[config.mk]
export PLATFORM = sky130hd
export DESIGN_NAME = rand_server
export DESIGN_NICKNAME = d
export VERILOG_FILES = /design/src/rtl/rand_server.sv
export SDC_FILE = /design/constraint.sdc
export NUM_CORES = 1
export LEC_CHECK = 0
export ABC_AREA = 1
export BUFFER_PORTS_ARGS = -buffer_cell sky130_fd_sc_hd__buf_2
export CORE_MARGIN = 8
export CORE_UTILIZATION = 48
export DETAILED_ROUTE_END_ITERATION = 10
export PLACE_DENSITY = 0.76
export SLEW_MARGIN = 20
export SYNTH_ARGS = -nofsm -noshare
export SYNTH_HDL_FRONTEND = slang
export SYNTH_SLANG_ARGS = --single-unit
[constraint.sdc]
create_clock -name clk_in -period 2 [get_ports clk_in]
set_input_delay 0.1 -clock clk_in [delete_from_list [all_inputs] [get_ports clk_in]]
set_output_delay 0.1 -clock clk_in [all_outputs]
set_load 0.1 [all_outputs]
[src/rtl/rand_server.sv]
// Round-robin server sharing one 8-bit random source among NUM_REQ requesters.
// Each grant returns a value in [0, bound] via mask-and-reject with a bounded fallback.
module rand_server #(
    parameter int NUM_REQ   = 4,
    parameter int MAX_TRIES = 8
) (
    input  logic                   clk_in,
    input  logic                   rst_in,
    input  logic [7:0]             rnd_in,
    input  logic [NUM_REQ-1:0]     req_in,
    input  logic [8*NUM_REQ-1:0]   bound_in,
    output logic [NUM_REQ-1:0]     grant_out,
    output logic [7:0]             value_out,
    output logic                   busy_out
);

    localparam int IW = $clog2(NUM_REQ);

    typedef enum logic [1:0] {
        IDLE   = 2'd0,
        SAMPLE = 2'd1,
        DONE   = 2'd2
    } state_t;

    state_t               state_q, state_d;
    logic [IW-1:0]        idx_q, idx_d;
    logic [IW-1:0]        rr_q, rr_d;
    logic [7:0]           bound_q, bound_d;
    logic [7:0]           mask_q, mask_d;
    logic [3:0]           tries_q, tries_d;
    logic [NUM_REQ-1:0]   grant_q, grant_d;
    logic [7:0]           value_q, value_d;
    logic                 busy_q, busy_d;

    logic                 pick_found;
    logic [IW-1:0]        pick_idx;
    logic [IW-1:0]        pick_bound_sel;
    logic [7:0]           cand;
    int                   cand_pos;

    // Smallest all-ones mask covering the bound: smear the top set bit downwards.
    function automatic logic [7:0] cover_mask(input logic [7:0] b);
        logic [7:0] m;
        m = b | (b >> 1);
        m = m | (m >> 2);
        m = m | (m >> 4);
        return m;
    endfunction

    function automatic logic [NUM_REQ-1:0] one_hot(input logic [IW-1:0] i);
        logic [NUM_REQ-1:0] v;
        v = {{(NUM_REQ-1){1'b0}}, 1'b1};
        return v << i;
    endfunction

    assign cand           = rnd_in & mask_q;
    assign pick_bound_sel = pick_idx;

    // Round-robin pick: scan farthest-to-nearest after rr_q so the nearest request wins.
    always_comb begin
        pick_found = 1'b0;
        pick_idx   = '0;
        cand_pos   = 0;
        for (int off = NUM_REQ; off >= 1; off--) begin
            cand_pos = int'(rr_q) + off;
            cand_pos = (cand_pos >= NUM_REQ) ? cand_pos - NUM_REQ : cand_pos;
            if (req_in[IW'(cand_pos)]) begin
                pick_found = 1'b1;
                pick_idx   = IW'(cand_pos);
            end else begin
                pick_found = pick_found;
            end
        end
    end

    // Next-state and output computation for the serve FSM.
    always_comb begin
        state_d = state_q;
        idx_d   = idx_q;
        rr_d    = rr_q;
        bound_d = bound_q;
        mask_d  = mask_q;
        tries_d = tries_q;
        grant_d = '0;
        value_d = value_q;
        busy_d  = busy_q;
        case (state_q)
            IDLE: begin
                if (pick_found) begin
                    state_d = SAMPLE;
                    idx_d   = pick_idx;
                    bound_d = bound_in[{pick_bound_sel, 3'b000} +: 8];
                    mask_d  = cover_mask(bound_in[{pick_bound_sel, 3'b000} +: 8]);
                    tries_d = 4'd0;
                    busy_d  = 1'b1;
                end else begin
                    state_d = IDLE;
                end
            end
            SAMPLE: begin
                if (cand <= bound_q) begin
                    value_d = cand;
                    grant_d = one_hot(idx_q);
                    busy_d  = 1'b0;
                    state_d = DONE;
                end else if (tries_q == 4'(MAX_TRIES - 1)) begin
                    // cand lies in (bound, 2*bound+1], so this lands in [0, bound]
                    value_d = cand - bound_q - 8'd1;
                    grant_d = one_hot(idx_q);
                    busy_d  = 1'b0;
                    state_d = DONE;
                end else begin
                    tries_d = tries_q + 4'd1;
                end
            end
            DONE: begin
                rr_d    = idx_q;
                state_d = IDLE;
            end
            default: begin
                state_d = IDLE;
                busy_d  = 1'b0;
            end
        endcase
    end

    // State and output registers with synchronous reset.
    always_ff @(posedge clk_in) begin
        if (rst_in) begin
            state_q <= IDLE;
            idx_q   <= '0;
            rr_q    <= IW'(NUM_REQ - 1);
            bound_q <= 8'd0;
            mask_q  <= 8'd0;
            tries_q <= 4'd0;
            grant_q <= '0;
            value_q <= 8'd0;
            busy_q  <= 1'b0;
        end else begin
            state_q <= state_d;
            idx_q   <= idx_d;
            rr_q    <= rr_d;
            bound_q <= bound_d;
            mask_q  <= mask_d;
            tries_q <= tries_d;
            grant_q <= grant_d;
            value_q <= value_d;
            busy_q  <= busy_d;
        end
    end

    assign grant_out = grant_q;
    assign value_out = value_q;
    assign busy_out  = busy_q;

endmodule

==> results.txt, run 1 <==
The run finished, with violations left. For the number of warnings reported in the yosys synthesis log, the log shows 0. The part of the total power dissipated in sequential elements was 15.8%; the met1 track demand over resource in global routing was 20.1%. The worst reg-to-reg path cell count was 16; the post-placement cell count was 513. For the worst slew margin relative to its limit, the log shows 55.0%.

The tools report the maximum operating frequency as 462 MHz. For the pin with the worst max-slew slack, the measured transition is 0.675 ns. Combinational logic is responsible for 75.1% of the overall power.

The run gives 2.33 ns as the data arrival time of the critical path. The final cell count without fillers is 546, and the number of I/O pins is 59. The fraction of layout cells with a size suffix above 1 is 46.0%, and the hold violation total from the final report is 0.

Number of filler instances in the final layout: 370. Yosys mapped the design onto 33 distinct sky130hd cell types. The post-CTS clock slew at the launch and capture registers of the worst setup and hold paths works out to 0.09 ns.

In this run the most used layer during global routing was met2. The first global-routing pass estimated 11,000 um of wire. Required time reported for the critical path endpoint: 2.17 ns.

The most repeated library cell on the critical path was sky130_fd_sc_hd__nand2_4. The detailed router placed 2,832 vias in this run. The worst register-to-register path ends at mask_q[4]$_SDFFE_PP0P_. The average detailed-routed wire length per instance was 14.9 um.

The tools report the worst setup skew after layout as 0.00937 ns. The tools report the final sum of negative setup slack as -0.671 ns. The initial utilization of the core area, before any placement, comes to 48.8%. After technology mapping, the gate count stands at 365. The logs give 5110 um for the post-detailed-placement half-perimeter wirelength and 0.30 ns for the clock insertion delay at the later pin of the skew report.

The global-route track usage on met2 was 32.2%; the synthesis-stage register bit count was 38. Of the available clock period, the critical path in the final layout requires 108%. The tools report the worst setup path startpoint as rr_q[0]$_SDFFE_PP1P_. For the via count of the first global-routing pass, the log shows 2,632. The largest fanout of any net on the critical path was 8; the worst IR drop on VDD was 0.00102 V. Summing the sequential cell areas from Yosys gives 31.1% of the chip area. The checks that failed: negative setup slack. In this run the horizontal extent of the chip is 87.4 um. From bottom edge to top edge, the die measures 87.4 um. The total power draw was 7420 uW. From synthesis to final layout, the design area changed by 54.0%. Met3 usage in global routing: 4.34%. The library cell contributing the largest single delay on the critical path was sky130_fd_sc_hd__dfxtp_4. Prior to clock tree synthesis, the placed netlist has a worst setup slack of -0.133 ns. The setup slack of the most critical reg-to-reg path came out at -0.16 ns. The number of iterations in the first detailed-routing pass came out at 5. At the end of routability-driven placement, the weighted congestion stood at 0.887. Wires add up to 8120 um. For the number of sinks handled by clock tree synthesis, the log shows 38. Internal power comes to 3610 uW.

The average instance in the mapped netlist occupies 6.69 um2. Across the run, the number of max-cap violations was 0. Setup repair after global routing could not meet its margin everywhere.

The run gives 0 as the number of antenna violations at the first check in global routing. The layout net count is 531. The type of element launching the critical path is a flip-flop. The number of remaining DRC errors was 0; the biggest cell delay along the critical path was 0.37 ns. The run gives 5 as the number of CTS-inserted buffers. The maximum buffer depth of the clock tree was 2. The net switching power is 3810 uW. Using the TritonRoute via totals, the vias-per-cell ratio works out to 5.19. The tools report the capture point of the worst path as mask_q[4]$_SDFFE_PP0P_. The number of antenna diodes in the final layout is 0.

The netlist area before placement came out at 2440 um2. In this run, the number of DRC markers left after iteration 0 of detailed routing was 144. The reg-to-reg startpoint was rr_q[0]$_SDFFE_PP1P_.

The signal on the critical path passes through buf_12, inv_12, nand2_2, nand2_4, nand2_4, nand2_4, nand2_4, nand3_4, buf_12, nand3_2, nand3_1, nand2_2, nand2_2, nor2_4, buf_4, o21ai_0. Final setup violation count: 6. In this run the number of H-tree levels came out at 2. Kind of path behind the tightest hold check: in -> reg. The worst setup path is captured at a flip-flop.

For this design the ratio of total power to cell area is 1970 nW/um2. TritonCTS built the clock tree. The switching power share of the total came out at 51.4%. The clock network accounts for 9.1% of the total power. When the netlist entered floorplanning its net count stood at 421. The startpoint-to-endpoint class of the critical path was reg -> reg. In this run the static leakage power is 0.00190 uW.

Port buffering added 58 buffers. The floorplan die area is 7630 um2. The setup slack of the critical path after layout was -0.164 ns.

The area inside the core boundary was 5010 um2. The worst path in the final design needs a cycle of 2.16 ns, including I/O delays and setup. The logs give 0 for the number of nets still failing antenna checks after routing and 0 for the number of max-slew violations in the final report. The row count is 26. The root buffer selected by CTS was sky130_fd_sc_hd__clkbuf_8.

Entering global routing, the biggest net connects 18 pins. Summed over all layers, the global routing overflow is 0. The global-route usage over all layers came out at 17.9%.
how the worst min path moves through the flow:
stage	start	endpoint	slack [ns]	cells after the start
finish	rnd_in[7]	value_out[7]$_SDFFE_PP0P_	0.11	3
global route	rnd_in[7]	value_out[7]$_SDFFE_PP0P_	0.13	3
CTS	rnd_in[7]	value_out[7]$_SDFFE_PP0P_	0.11	3
detailed placement	rnd_in[7]	value_out[7]$_SDFFE_PP0P_	0.42	3
global placement	rnd_in[7]	value_out[7]$_SDFFE_PP0P_	0.41	3
floorplan	rnd_in[7]	value_out[7]$_SDFFE_PP0P_	0.28	2
placed cells by master (no fill, tap or decap), drive strengths merged, types with 8 or more instances in the layout:
master / instances
inv: 54
buf: 106
nor2: 30
a21oi: 14
nor3: 8
dfxtp: 38
ha: 9
o21ai: 18
nand3: 40
nand2: 114
cell families (layout without fill, tap and decap cells):
group           count (synthesis)  in the layout  synth area share, %
simple gates                  197            198                 37.7
xor+xnor                        6              6                 2.15
flops                          38             38                 31.1
compound gates                 51             51                 12.1
buf+inv                        63            173                 11.4
fa+ha+maj                      10             10                 5.43
layout make-up:
| cell class | instances | area [um2] | share of cell area [%] |
|---|---|---|---|
| Timing Repair inverter | 2 | 13.8 | 0.366 |
| Multi-Input combinational cell | 265 | 1780 | 47.3 |
| Clock buffer | 5 | 68.8 | 1.83 |
| Tap cell | 70 | 87.6 | 2.33 |
| Sequential cell | 38 | 771 | 20.5 |
| Inverter | 55 | 241 | 6.42 |
| Clock inverter | 3 | 45.0 | 1.20 |
| Timing Repair Buffer | 108 | 754 | 20.0 |
power by group through the flow:
stage | combinational [uW] | sequential (uW) | clock, uW
CTS | 4280 | 1140 | 662
finish | 5580 | 1170 | 673
global placement | 3920 | 1150 | 0
detailed placement | 3990 | 1160 | 0
floorplan | 2400 | 1660 | 0
global route | 5990 | 1200 | 703
routing by layer:
metal | up-vias | part of all wire [%]
li1 | 1404 | -
met1 | 1298 | 39
met2 | 106 | 52
met3 | 24 | 5.5
met4 | 0 | 3.2
met5 | - | 0
critical path: cells and delay by family (launching register included):
kind	cells	cell delay [ns]
AOI/OAI and AO/OA	1	0.09
and+or+nand+nor	11	1.04
DFF	1	0.37
buffers and inverters	4	0.51
Yosys cell counts (all sizes together):
| cell | number | area (um2) |
|---|---|---|
| fa | 1 | 20.0 |
| nor3 | 8 | 40.0 |
| nor2 | 30 | 130 |
| nand3 | 40 | 225 |
| xnor2 | 1 | 8.76 |
| or2 | 1 | 6.26 |
| inv | 55 | 214 |
| o31ai | 3 | 22.5 |
| o21ai | 18 | 90.1 |
| xor2 | 5 | 43.8 |
| o211ai | 6 | 45.0 |
| a21oi | 14 | 70.1 |
| clkbuf | 2 | 7.51 |
| ha | 9 | 113 |
| dfxtp | 38 | 761 |
| a31oi | 4 | 25.0 |
| a211oi | 1 | 12.5 |
| nand2 | 113 | 489 |
| o22ai | 5 | 31.3 |
| buf | 6 | 57.6 |
| nand4 | 4 | 25.0 |
| and3 | 1 | 6.26 |
flip-flops by register name, indices dropped and copies added, names as in the netlist:
signal     flops
idx_q          2
busy_out       1
tries_q        4
grant_out      4
rr_q           2
bound_q        8
state_q        2
mask_q         7
value_out      8
metrics by stage:
step	hold WS, ns	cell area (um2)	util, %
global placement	0.411	3020	60.3
finish	0.110	3760	75.1
detailed placement	0.417	3020	60.3
global route	0.126	3760	75.1
CTS	0.107	3230	64.4
floorplan	0.281	2460	-
timing repair:
item,4_1_cts,5_1_grt
buffers inserted,5,14
hold buffers,0,0
pin swaps,2,45
endpoints found under the setup margin,19,34
gates cloned,1,5
resized for setup,17,98
hold endpoints to repair,0,0
No activity file was read; power rests on OpenSTA's default activity.
==> inputs of run 2 (changes only) <==
- ABC_AREA: 1 -> not set
- CORE_UTILIZATION: 48 -> 53
- PLACE_DENSITY: 0.76 -> 0.79
- clock period: 2 -> 2.29 ns (I/O delays scaled with it)
==> run 2 against run 1 <==
Net effect:
- the run now ends clean
- area after synthesis fell by 2.3%
- via count is 21% lower
- die area shrank 9.5%
- register-to-register slack better by 0.24 ns
- final cell count decreased by 26%
- cell area is 21% lower
- critical endpoint is now tries_q[3]$_SDFFE_PP0P_
==> results.txt, run 2 <==
The run finished with clean final reports. For the clock insertion delay at the later pin of the skew report, the log shows 0.30 ns (about the same). The post-CTS clock slew at the launch and capture registers of the worst setup and hold paths came out at 0.08 ns (about the same). The sequential-to-total area share from yosys stat came out at 31.9% (+0.73 points). The logs give 2.37 ns (+0.04 ns) for the data arrival time of the critical path and 396 (-23%) for the post-placement cell count. The routed wire length came out at 5550 um (-32%). The run gives 49.2% (-26 points) as the combinational cell fraction of total power.

The post-synthesis average cell area was 8.32 um2 (+24%); the number of buffers inserted by port buffering was 58 (unchanged). The most common flop cell mapped by yosys is sky130_fd_sc_hd__dfxtp_1. For the leakage power, the log shows 0.00122 uW (-35%). Largest net degree at the start of global routing: 39 (+21).

The fraction of synthesis flops using an asynchronous set or reset pin is 0% (unchanged), and the final setup violation count is 0 (-6). The run gives 2,135 (-19%) as the via count of the first global-routing pass. Number of antenna violations at the first check in global routing: 0 (unchanged).

The tools report the vias after detailed routing as 2,245 (-21%). The global-route track usage on met2 is 23.8% (-8.4 points). In the synthesized netlist, the cells that appear most often are sky130_fd_sc_hd__dfxtp_1, sky130_fd_sc_hd__nand2_1, sky130_fd_sc_hd__nor2_1. Required time reported for the critical path endpoint: 2.44 ns (+0.27 ns). The post-detailed-placement half-perimeter wirelength came out at 4330 um (-15%).

Leaving out fill and tap cells, the most frequent cell in the layout is sky130_fd_sc_hd__buf_2. Maximum operating frequency: 451 MHz (-2.4%). Number of iterations in the first detailed-routing pass: 4 (-1). The tools report the number of CTS-inserted buffers as 5 (unchanged). The tree is rooted in a sky130_fd_sc_hd__clkbuf_8.

The wire length of the first global-routing pass came out at 9130 um (-17%). The vertical die dimension was 83.1 um (-4.8%); the effective utilization at floorplan was 54.8% (+6.1 points). Area of the multi-input gates: 1550 um2 (-13%).

Most instantiated library cell after synthesis: sky130_fd_sc_hd__dfxtp_1. The area of all placed cells without fillers came out at 2960 um2 (-21%). The worst hold path belongs to the class in -> reg. Number of sinks handled by clock tree synthesis: 38 (unchanged). Type of element capturing the critical path: a flip-flop. The antenna diode instance count is 0 (unchanged).

The number of max-slew violations in the final report was 0 (unchanged); the floorplan die area was 6910 um2 (-9.5%). The run gives 0 (unchanged) as the global route total overflow. The area share of xor/xnor cells in the synthesized design is 1.47% (-0.68 points), and the final sum of negative setup slack is 0 ns (+0.671 ns). Signed area change from the synthesized netlist to the final layout: 24.0%.

The part of the total power dissipated in sequential elements came out at 28.4% (+13 points). The run gives 99 (-31%) as the number of DRC markers in iteration 0. The type of element launching the critical path is a flip-flop.

The horizontal die dimension is 83.1 um (-4.8%), and the count of distinct cell types in the synthesized netlist is 57 (+73%). The maximum buffer depth of the clock tree was 2 (unchanged); the switching power share of the total was 41.1% (-10 points). For the layout net count, the log shows 408 (-23%). The area fraction in compound gates after synthesis is 20.6% (+8.5 points), and the multiplexer area fraction after synthesis is 8.44% (+8.4 points).

The number of remaining DRC errors came out at 0 (unchanged). The area inside the core boundary is 4350 um2 (-13%). The area share of the largest cell type after synthesis was 31.9% (+0.73 points); the area taken by flip-flops and latches was 762 um2 (-1.1%).

The fraction of the mapped netlist area in simple logic gates is 26.3% (-11 points). The number of warnings reported in the yosys synthesis log is 0 (unchanged), and the instance area after placement is 2760 um2 (-8.5%). The synthesis-stage register bit count is 38 (unchanged).

The critical path in this run is classified as reg -> reg. The shortest period the worst path allows is 2.22 ns (+0.0530 ns). For the number of filler instances in the final layout, the log shows 369 (-0.27%). The global-route usage over all layers was 15.1% (-2.8 points). The average detailed-routed wire length per instance was 13.7 um (-7.9%). The detailed-route vias per instance came out at 5.54 (+6.9%). The peak-usage layer in the global routing report was met2.

The hold violation total from the final report is 0 (unchanged). The final cycle utilization of the critical path was 96.8% (-11 points). TritonCTS built the clock tree. By area, the combinational part of the netlist is dominated by simple AND/OR/NAND/NOR gates.

The synthesized netlist cell count is 287 (-21%). The worst setup skew after layout came out at 0.00832 ns (-0.00105 ns). Adder-cell share of the synthesized area: 5.56% (+0.13 points).

The actual transition at the worst max-transition pin works out to 0.666 ns (-0.00936 ns). By area the synthesized netlist is led by sky130_fd_sc_hd__dfxtp_1, sky130_fd_sc_hd__nand2_1, sky130_fd_sc_hd__ha_1. The logs give 2390 um2 (-2.3%) for the netlist area before placement and 0.000404 V (-61%) for the worst IR drop on VDD. The worst slew margin relative to its limit was 55.6% (+0.67 points); the row count was 24 (-7.7%). Global placer's final weighted congestion: 0.878 (-0.99%). Clock power share: 22.3% (+13 points). The number of synthesized flops with an enable pin came out at 0 (unchanged). The fraction of layout cells with a size suffix above 1 is 30.6% (-15 points).

The number of max-cap violations is 0 (unchanged), and the met3 usage in global routing is 4.20% (-0.14 points). The net switching power is 1260 uW (-67%). The logs give 0 (unchanged) for the number of nets still failing antenna checks after routing and 405 (-26%) for the final cell count without fillers. The largest fanout of any net on the critical path is 6 (-2). The library cells used most frequently in the layout, excluding fill and tap cells, are sky130_fd_sc_hd__buf_2, sky130_fd_sc_hd__dfxtp_1, sky130_fd_sc_hd__nand2_1. The post-synthesis net count was 343 (-19%). The total power density per cell area is 1040 nW/um2 (-47%). For the number of I/O pins, the log shows 59 (unchanged). The internal power consumption was 1800 uW (-50%).

The largest total area in the synthesized netlist belongs to sky130_fd_sc_hd__dfxtp_1. The logs give 19.2% (-0.92 points) for the met1 track demand over resource in global routing and 2 (unchanged) for the number of levels in the clock H-tree. The number of buffers inserted by hold repair at cts was 0 (unchanged).
-- run 2: cell count changes after synthesis, moves of 7 or more --
cell and delta:
sky130_fd_sc_hd__nand2_1 -63, sky130_fd_sc_hd__inv_1 -38, sky130_fd_sc_hd__nand3_1 -25, sky130_fd_sc_hd__nand2_2 -14
sky130_fd_sc_hd__mux2i_1 +10, sky130_fd_sc_hd__and2_1 +8, sky130_fd_sc_hd__nor2b_1 +8, sky130_fd_sc_hd__o21ai_0 -8
sky130_fd_sc_hd__a211oi_1 +7
-- run 2: logic make-up after synthesis --
family / count (synthesis)
buffers and inverters: 26
adder cells (fa/ha/maj): 10
AO/OA/AOI/OAI: 69
flip-flops: 38
XOR/XNOR: 4
AND/OR/NAND/NOR: 123
multiplexers: 17
-- run 2: through the flow --
| stage | hold WS [ns] | setup WS (ns) | util [%] | power (uW) |
|---|---|---|---|---|
| after global routing | 0.279 | -0.0604 | 68.0 | 3250 |
| after floorplan | 0.404 | 0.214 | - | 1960 |
| after detailed placement | 0.449 | 0.0632 | 63.4 | 2310 |
| after CTS | 0.240 | 0.0355 | 66.6 | 3000 |
| after global placement | 0.443 | 0.101 | 63.4 | 2280 |
| final | 0.255 | 0.0734 | 68.0 | 3060 |
-- run 2: per-layer routing --
metal | vias to the layer above | routed length (um)
li1 | 1160 | -
met1 | 1014 | 2730
met2 | 67 | 2490
met3 | 4 | 289
met4 | 0 | 46
met5 | - | 0
-- run 2: what timing repair did --
| item | 4_1_cts | 5_1_grt |
|---|---|---|
| setup buffers | 0 | 1 |
| setup endpoints to repair | 0 | 14 |
| gates resized for setup | 0 | 14 |
-- run 2: cell type report --
type                            instances  area share (%)
Inverter                               13            1.65
Clock buffer                            5            2.33
Sequential cell                        38            25.8
Clock inverter                          3            2.33
Multi-Input combinational cell        223            52.2
Tap cell                               52            2.20
Timing Repair Buffer                   71            13.5
-- run 2: final timing paths --
path	start	to	slack [ns]	depth (start not counted)
setup / recovery	mask_q[1]$_SDFFE_PP0P_	tries_q[3]$_SDFFE_PP0P_	0.07	10
hold / removal	bound_in[6]	bound_q[6]$_SDFFE_PP0P_	0.25	5
setup reg to reg	mask_q[1]$_SDFFE_PP0P_	tries_q[3]$_SDFFE_PP0P_	0.07	10
hold reg to reg	value_out[7]$_SDFFE_PP0P_	value_out[7]$_SDFFE_PP0P_	0.46	2
-- run 2: worst max-delay path: stages (launching register included) --
cell and delay, ns:
sky130_fd_sc_hd__dfxtp_2 0.32, sky130_fd_sc_hd__and2_4 0.15, sky130_fd_sc_hd__ha_4 0.27, sky130_fd_sc_hd__nor2b_2 0.14, sky130_fd_sc_hd__o211ai_1 0.12, sky130_fd_sc_hd__a21boi_2 0.20
sky130_fd_sc_hd__o211ai_1 0.21, sky130_fd_sc_hd__buf_4 0.21, sky130_fd_sc_hd__nor4_2 0.24, sky130_fd_sc_hd__xnor2_1 0.15, sky130_fd_sc_hd__nor3_1 0.05
-- run 2: power groups by stage --
stage | clock network (uW) | logic [uW] | registers [uW]
floorplan | 0 | 846 | 1120
global placement | 0 | 1400 | 880
detailed placement | 0 | 1430 | 886
CTS | 699 | 1430 | 871
global route | 718 | 1640 | 890
finish | 684 | 1510 | 871
